`src/rtl/mips_bus_arbiter.sv`:
```
// Two-master round-robin arbiter for the shared RAM bus (m0 = ifetch, m1 = data).
// The grant is held for a whole transfer. A watchdog aborts transfers when the slave stalls too long.
module mips_bus_arbiter #(
   parameter int MAX_WAIT = 255,
   parameter int WAIT_W   = 8
) (
   input  logic        clk,
   input  logic        reset,
   input  logic [31:0] m0_address,
   input  logic        m0_read,
   input  logic        m0_write,
   input  logic [31:0] m0_writedata,
   input  logic [3:0]  m0_byteenable,
   output logic        m0_waitrequest,
   output logic [31:0] m0_readdata,
   input  logic [31:0] m1_address,
   input  logic        m1_read,
   input  logic        m1_write,
   input  logic [31:0] m1_writedata,
   input  logic [3:0]  m1_byteenable,
   output logic        m1_waitrequest,
   output logic [31:0] m1_readdata,
   output logic [31:0] s_address,
   output logic [31:0] s_writedata,
   output logic [3:0]  s_byteenable,
   output logic        s_read,
   output logic        s_write,
   input  logic        s_waitrequest,
   input  logic [31:0] s_readdata,
   output logic [1:0]  owner,
   output logic        timeout_err
);
   localparam logic [1:0] IDLE = 2'b00;
   localparam logic [1:0] BUS0 = 2'b01;
   localparam logic [1:0] BUS1 = 2'b10;

   logic [1:0]        state;
   logic              last_served;
   logic [WAIT_W-1:0] wait_cnt;
   logic              req0, req1, busy, own_req, other_req, abort, done;

   assign req0      = m0_read | m0_write;
   assign req1      = m1_read | m1_write;
   assign busy      = (state == BUS0) | (state == BUS1);
   assign own_req   = (state == BUS0) ? req0 : (state == BUS1) ? req1 : 1'b0;
   assign other_req = (state == BUS0) ? req1 : req0;
   assign abort     = busy & own_req & s_waitrequest & (wait_cnt == WAIT_W'(MAX_WAIT));
   assign done      = busy & own_req & ~s_waitrequest;
   assign owner     = state;

   // Slave side follows the owner combinationally so an async reset drops strobes at once.
   always_comb begin
      s_address      = '0;
      s_writedata    = '0;
      s_byteenable   = '0;
      s_read         = 1'b0;
      s_write        = 1'b0;
      m0_waitrequest = 1'b1;
      m1_waitrequest = 1'b1;
      m0_readdata    = '0;
      m1_readdata    = '0;
      case (state)
         BUS0: begin
            s_address      = m0_address;
            s_writedata    = m0_writedata;
            s_byteenable   = m0_byteenable;
            s_write        = m0_write & ~abort;
            s_read         = m0_read & ~m0_write & ~abort;
            m0_waitrequest = s_waitrequest & ~abort;
            m0_readdata    = abort ? '0 : s_readdata;
         end
         BUS1: begin
            s_address      = m1_address;
            s_writedata    = m1_writedata;
            s_byteenable   = m1_byteenable;
            s_write        = m1_write & ~abort;
            s_read         = m1_read & ~m1_write & ~abort;
            m1_waitrequest = s_waitrequest & ~abort;
            m1_readdata    = abort ? '0 : s_readdata;
         end
         default: ;
      endcase
   end

   always_ff @(posedge clk or negedge reset) begin
      if (!reset) begin
         state       <= IDLE;
         last_served <= 1'b1;
         wait_cnt    <= '0;
         timeout_err <= 1'b0;
      end else begin
         case (state)
            IDLE: begin
               wait_cnt <= '0;
               if (req0 & (~req1 | last_served)) state <= BUS0;
               else if (req1)                    state <= BUS1;
            end
            BUS0, BUS1: begin
               // Completion hands straight to a waiting peer; drop or abort always go idle.
               if (!own_req || done || abort) begin
                  last_served <= (state == BUS1);
                  wait_cnt    <= '0;
                  state       <= (done && other_req) ? ((state == BUS0) ? BUS1 : BUS0) : IDLE;
                  if (abort) timeout_err <= 1'b1;
               end else begin
                  wait_cnt <= wait_cnt + WAIT_W'(1);
               end
            end
            default: state <= IDLE;
         endcase
      end
   end
endmodule

```
`config.mk`:
```
export PLATFORM = sky130hd
export DESIGN_NAME = mips_bus_arbiter
export DESIGN_NICKNAME = d
export VERILOG_FILES = /design/src/rtl/mips_bus_arbiter.sv
export SDC_FILE = /design/constraint.sdc
export NUM_CORES = 1
export LEC_CHECK = 0
export ABC_AREA = 1
export ABC_CLOCK_PERIOD_IN_PS = 2400
export BUFFER_PORTS_ARGS = -buffer_cell sky130_fd_sc_hd__buf_4
export CAP_MARGIN = 20
export CELL_PAD_IN_SITES_DETAIL_PLACEMENT = 1
export CELL_PAD_IN_SITES_GLOBAL_PLACEMENT = 2
export CORE_UTILIZATION = 11
export DETAILED_ROUTE_END_ITERATION = 10
export PLACE_DENSITY = 0.79
export SLEW_MARGIN = 5
export SYNTH_ARGS = -nofsm -noshare
export SYNTH_HDL_FRONTEND = slang
export SYNTH_SLANG_ARGS = --single-unit
```
`constraint.sdc`:
```
create_clock -name clk -period 2.4 [get_ports clk]
set_input_delay 0.48 -clock clk [delete_from_list [all_inputs] [get_ports clk]]
set_output_delay 0.48 -clock clk [all_outputs]
set_load 0.02 [all_outputs]
```
# After elaboration in Yosys (flattened, before gate mapping)
# Cells that the tools add are included.
# word_totals
out_inout_bits,139
input_bits,175
elab_cells,62
ff_bits,12
# op_classes
n_eq_ne,5
add_sub_neg,1
n_reduce_logical,10
n_bitwise,21
muxes,21
# ops
op,count
32-bit case mux with 2 select lines,2
32-bit 2-to-1 mux,3
8-bit case mux with 2 select lines,1
1-bit bitwise AND,12
2-bit 2-to-1 mux,5
"8-bit by 1-bit adder with 8-bit output, second input constant",1
"8-bit == test, second input constant",1
8-bit 2-to-1 mux,1
4-bit case mux with 2 select lines,1
1-bit 2-to-1 mux,5
1-bit inverter,5
1-bit OR,4
1-bit case mux with 2 select lines,2
2-bit case mux with 2 select lines,1
2-bit AND reduction,2
"3-bit != test, second input constant",1
3-bit AND reduction,1
"2-bit by 1-bit == test with 1-bit output, second input constant",1
"2-bit == test, second input constant",1
2-bit zero test,1
1-bit logical OR,2
"2-bit != test, second input constant",1
2-bit nonzero test,1
2-bit OR reduction,1
other kinds (2),2

# Depth between registers and ports, before layout
# depth
ltp_word,9
depth_mapped,11
ltp_nobuf,11

# Worst setup path before layout
# OpenSTA, ideal clock, no wires.
# synth_path
path_type,reg-to-output
startpoint,"register state[0], in the netlist owner[0]"
endpoint,output m0_readdata[10]
slack_ns,0.002
required_ns,1.920
arrival_ns,1.918
path_stages_with_launch,12
n_path_buf,2
path_cell_list,dfrtp_1 > inv_1 > ha_1 > inv_2 > nor2_1 > nand2_1 > nand2_2 > nand3_2 > nor2_2 > buf_6 > buf_4 > nor3_1
# synth_between
elab_chain_len,8
elab_cells_between_ends,10
cone_classes,eq/ne (2); mux (4); bitwise (4)
# synth_lines
item,line,text
from (decl),37,logic [1:0] state;
from (signal assigned),103,state <= (done && other_req) ? ((state == BUS0) ? BUS1 : BUS0) : IDLE;
2-bit == test,"44, 45",
1-bit 2-to-1 mux (2 in a row),45,assign own_req = (state == BUS0) ? req0 : (state == BUS1) ? req1 : 1'b0;
1-bit bitwise AND (3 in a row),47,assign abort = busy & own_req & s_waitrequest & (wait_cnt == WAIT_W'(MAX_WAIT));
32-bit 2-to-1 mux,70,m0_readdata = abort ? '0 : s_readdata;
32-bit 2-to-1 mux *,62,case (state)
to (decl),15,"output logic [31:0] m0_readdata,"
# Every way passes the cells marked *; elsewhere a longest branch is shown, timed or not.

# Worst setup path after layout
# layout_path
startpoint,"register state[0], in the netlist owner[0]"
endpoint,output m1_readdata[10]
# layout_between
elab_chain_len,8
elab_cells_between_ends,10
cone_classes,eq/ne (2); mux (4); bitwise (4)
# layout_lines
item,line,text
2-bit == test,"44, 45, 62",
1-bit 2-to-1 mux (2 in a row),45,
1-bit bitwise AND (3 in a row),47,
32-bit 2-to-1 mux,79,m1_readdata = abort ? '0 : s_readdata;
32-bit 2-to-1 mux *,62,
to (decl),22,"output logic [31:0] m1_readdata,"
# Marks and branches as above.

==> flow_summary.toml <==
[status]
outcome = "finished, violations left"
violations = "setup timing"

[place]
dp_slack_ns = 0.0688
post-dp-hpwl_um = 11300
post_dp_cell_area_um2 = 5000
gp_congestion = 0.766
io_buffers = 313

[route]
num_vias = 4168
vias_per_cell = 4.01
wire_per_inst_um = 15.2
drt_iter0_drc = 127
wirelength_um = 15800
drtPass1Iterations = 4
drtAntennaViolNets = 0
route.detailed.drc = 0

[synthesis]
yosys.area_share.simple_pct = 49.5
synth.area.top_cells = "nand2_1 (28%), a21oi_1 (15%), nor3_1 (15%), dfrtp_1 (12%), inv_1 (7.4%)"
synthCells = 449
synth_edf_count = 0
syn_nets = 629
yosysUniqueCellTypes = 28
async_flop_share_pct = 100
synth_top_family_by_area = "simple AND/OR/NAND/NOR gates"
ys_seq_area_share_pct = 13.3
yosys_warnings = 0
synth_fa_ha_area_share_pct = 2.75
synth_xor_area_share_pct = 1.16
synth_area_um2 = 2270
synth-compound-area-share_pct = 18.0
ys_ff_latch = 12
synth_top_area_share_pct = 28.1
muxShareOfSynthArea_pct = 0
avgSynthCellArea_um2 = 5.06
synth_top_area_cell = "nand2_1"
synth-main-ff-cell = "dfrtp_1"

[timing]
period_share_pct = 102
slew_viol_final = 0
fmax_ghz = 0.409
hold_violations = 0
timing_worst_slew_pin_value_ns = 0.364
final.setup.worst_slack_ns = -0.0446
setup_viol = 29
slew_headroom_pct = 75.7
skew_ns = 0.00122
rsz0062_at_grt = "true"
period_needed_ns = 2.44

[global_routing]
grt_start_max_net_pins = 75
overflow = 0
grt_pass1_vias = 4176
track_usage_pct = 12.8
antenna_found_initial = 0
grt_pass1_wl_um = 22000

[floorplanning]
die_y_um = 146
core_um2 = 20200
ios = 314
dieArea_um2 = 21200
initial_core_util_pct = 11.2
rows = 52
dieWidth_um = 146

[clocking]
clkTransAtPathRegs_ns = 0.05
clock_latency_ns = 0.25
cts.path.max_buffers = 2
cts_hold_buf = 0
cts_root_buf = "clkbuf_16"
numCtsBuffers = 3
cts_tree = "yes"
clock-sinks = 12
cts_htree_levels = 1

[setup_path]
rr_endpoint = "timeout_err"
worstSetupPathType = "register to primary output"
critPathRequiredTime_ns = 1.92
reg2reg_depth = 9
worst_setup_path_start_kind = "register"
rrSetupSlack_ns = 0.57
r2r-start = "wait_cnt[1]"
arrival_ns = 1.96
crit_path_end_kind = "primary output"
path_max_fanout = 7

[final_layout]
fillers = 2594
num-nets-final = 950
antenna_cells = 0
final_area_um2 = 5580
area_growth_syn_to_layout_pct = 146
layout-drive-gt1-share_pct = 51.0

[pwr]
peakVddDrop_mv = 0.275
power_w = 0.00475
powerDensity_nw_per_um2 = 851
leakage_nw = 2.75

[worst_hold_path]
hp-class = "input pin to async pin"

[flow_run]
cap_violations = 0
==> power breakdown <==
part	leakage, nW	switching, W	internal (W)
combinational	2.55	0.00246	0.00169
sequential	0.160	0.0000195	0.000234
clock	0.0442	0.0000983	0.000253
total	2.75	0.00258	0.00217
==> cells in the final DEF, fill, tap and decap left out, drive strengths merged <==
| cell | n |
|---|---|
| a21oi | 69 |
| a2bb2oi | 1 |
| a31oi | 1 |
| and3b | 1 |
| buf | 346 |
| clkbuf | 10 |
| clkinv | 1 |
| dfrtp | 11 |
| dfstp | 1 |
| ha | 5 |
| inv | 47 |
| nand2 | 172 |
| nand3 | 4 |
| nand3b | 2 |
| nand4 | 5 |
| nor2 | 14 |
| nor3 | 66 |
| o21ai | 8 |
| o21bai | 1 |
| or2 | 1 |
| xor2 | 3 |
==> flip-flops by register name, indices dropped and copies added (netlist names) <==
| name | cells |
|---|---|
| wait_cnt | 8 |
| owner | 2 |
| last_served | 1 |
| timeout_err | 1 |
==> per-stage QoR <==
stage	cells	utilization [%]	hold slack [ns]	setup TNS, ns
after floorplan	449	-	0.184	0
after global placement	1014	24.7	0.337	0
after detailed placement	1014	24.7	0.341	0
after CTS	1025	25.6	0.0778	-3.31
after global routing	1039	27.6	0.0789	-7.26
final	1039	27.6	0.0741	-0.473
==> what timing repair did <==
action,in CTS,in global routing
cloned,1,8
endpoints found under the setup margin,55,104
resized for setup,7,37
buffers inserted,6,6
pin swaps,1,1
==> synth_stat cells (3+ instances only) <==
cell type,number
o21ai_0,8
xor2_1,3
inv_1,45
ha_1,5
nor2_1,12
dfrtp_1,11
clkbuf_1,20
nand4_1,5
nor3_1,66
a21oi_1,69
buf_1,3
nand2_1,170
buf_2,9
nand3_1,3
==> per-layer routing <==
layer	GRT usage [%]	part of all wire, %	vias to the layer above
met2	22.8	50	223
met3	2.66	6.7	24
li1	-	-	2083
met4	4.32	2.6	0
met1	15.3	41	1838
met5	0	0	-
==> cell families (layout without fill, tap and decap cells) <==
kind of cell,count (synthesis),count (layout)
AOI/OAI and AO/OA,80,80
xor gates and xnor gates,3,3
adders and majority gates,5,5
buffers and inverters,84,404
DFF,12,12
and+or+nand+nor,265,265
==> critical path, cell delays in order, from the launching register on <==
cell	delay [ns]
dfrtp_2	0.43
inv_2	0.10
ha_4	0.14
inv_2	0.03
nor2_1	0.07
nand2_1	0.07
nand2_2	0.10
nand3_4	0.08
nor2_4	0.12
buf_6	0.16
clkbuf_16	0.18
nor3_1	0.05
buf_4	0.17
==> worst max path at each step <==
stage,endpoint,slack (ns),start
after floorplan,m0_readdata[10],0.002,owner[0]
after global placement,m0_waitrequest,0.11,owner[0]
after detailed placement,m0_waitrequest,0.07,owner[0]
after CTS,m1_readdata[14],-0.08,owner[0]
after global routing,m1_readdata[10],-0.15,owner[0]
final,m1_readdata[10],-0.04,owner[0]
==> layout make-up <==
class / count / area (um2) / area share, %
Clock buffer: 4 / 88.8 / 1.59
Inverter: 48 / 180 / 3.23
Tap cell: 270 / 338 / 6.05
Timing Repair Buffer: 352 / 2880 / 51.5
Sequential cell: 12 / 303 / 5.42
Multi-Input combinational cell: 353 / 1800 / 32.2
Note: power is estimated with default switching activity, not from simulation.
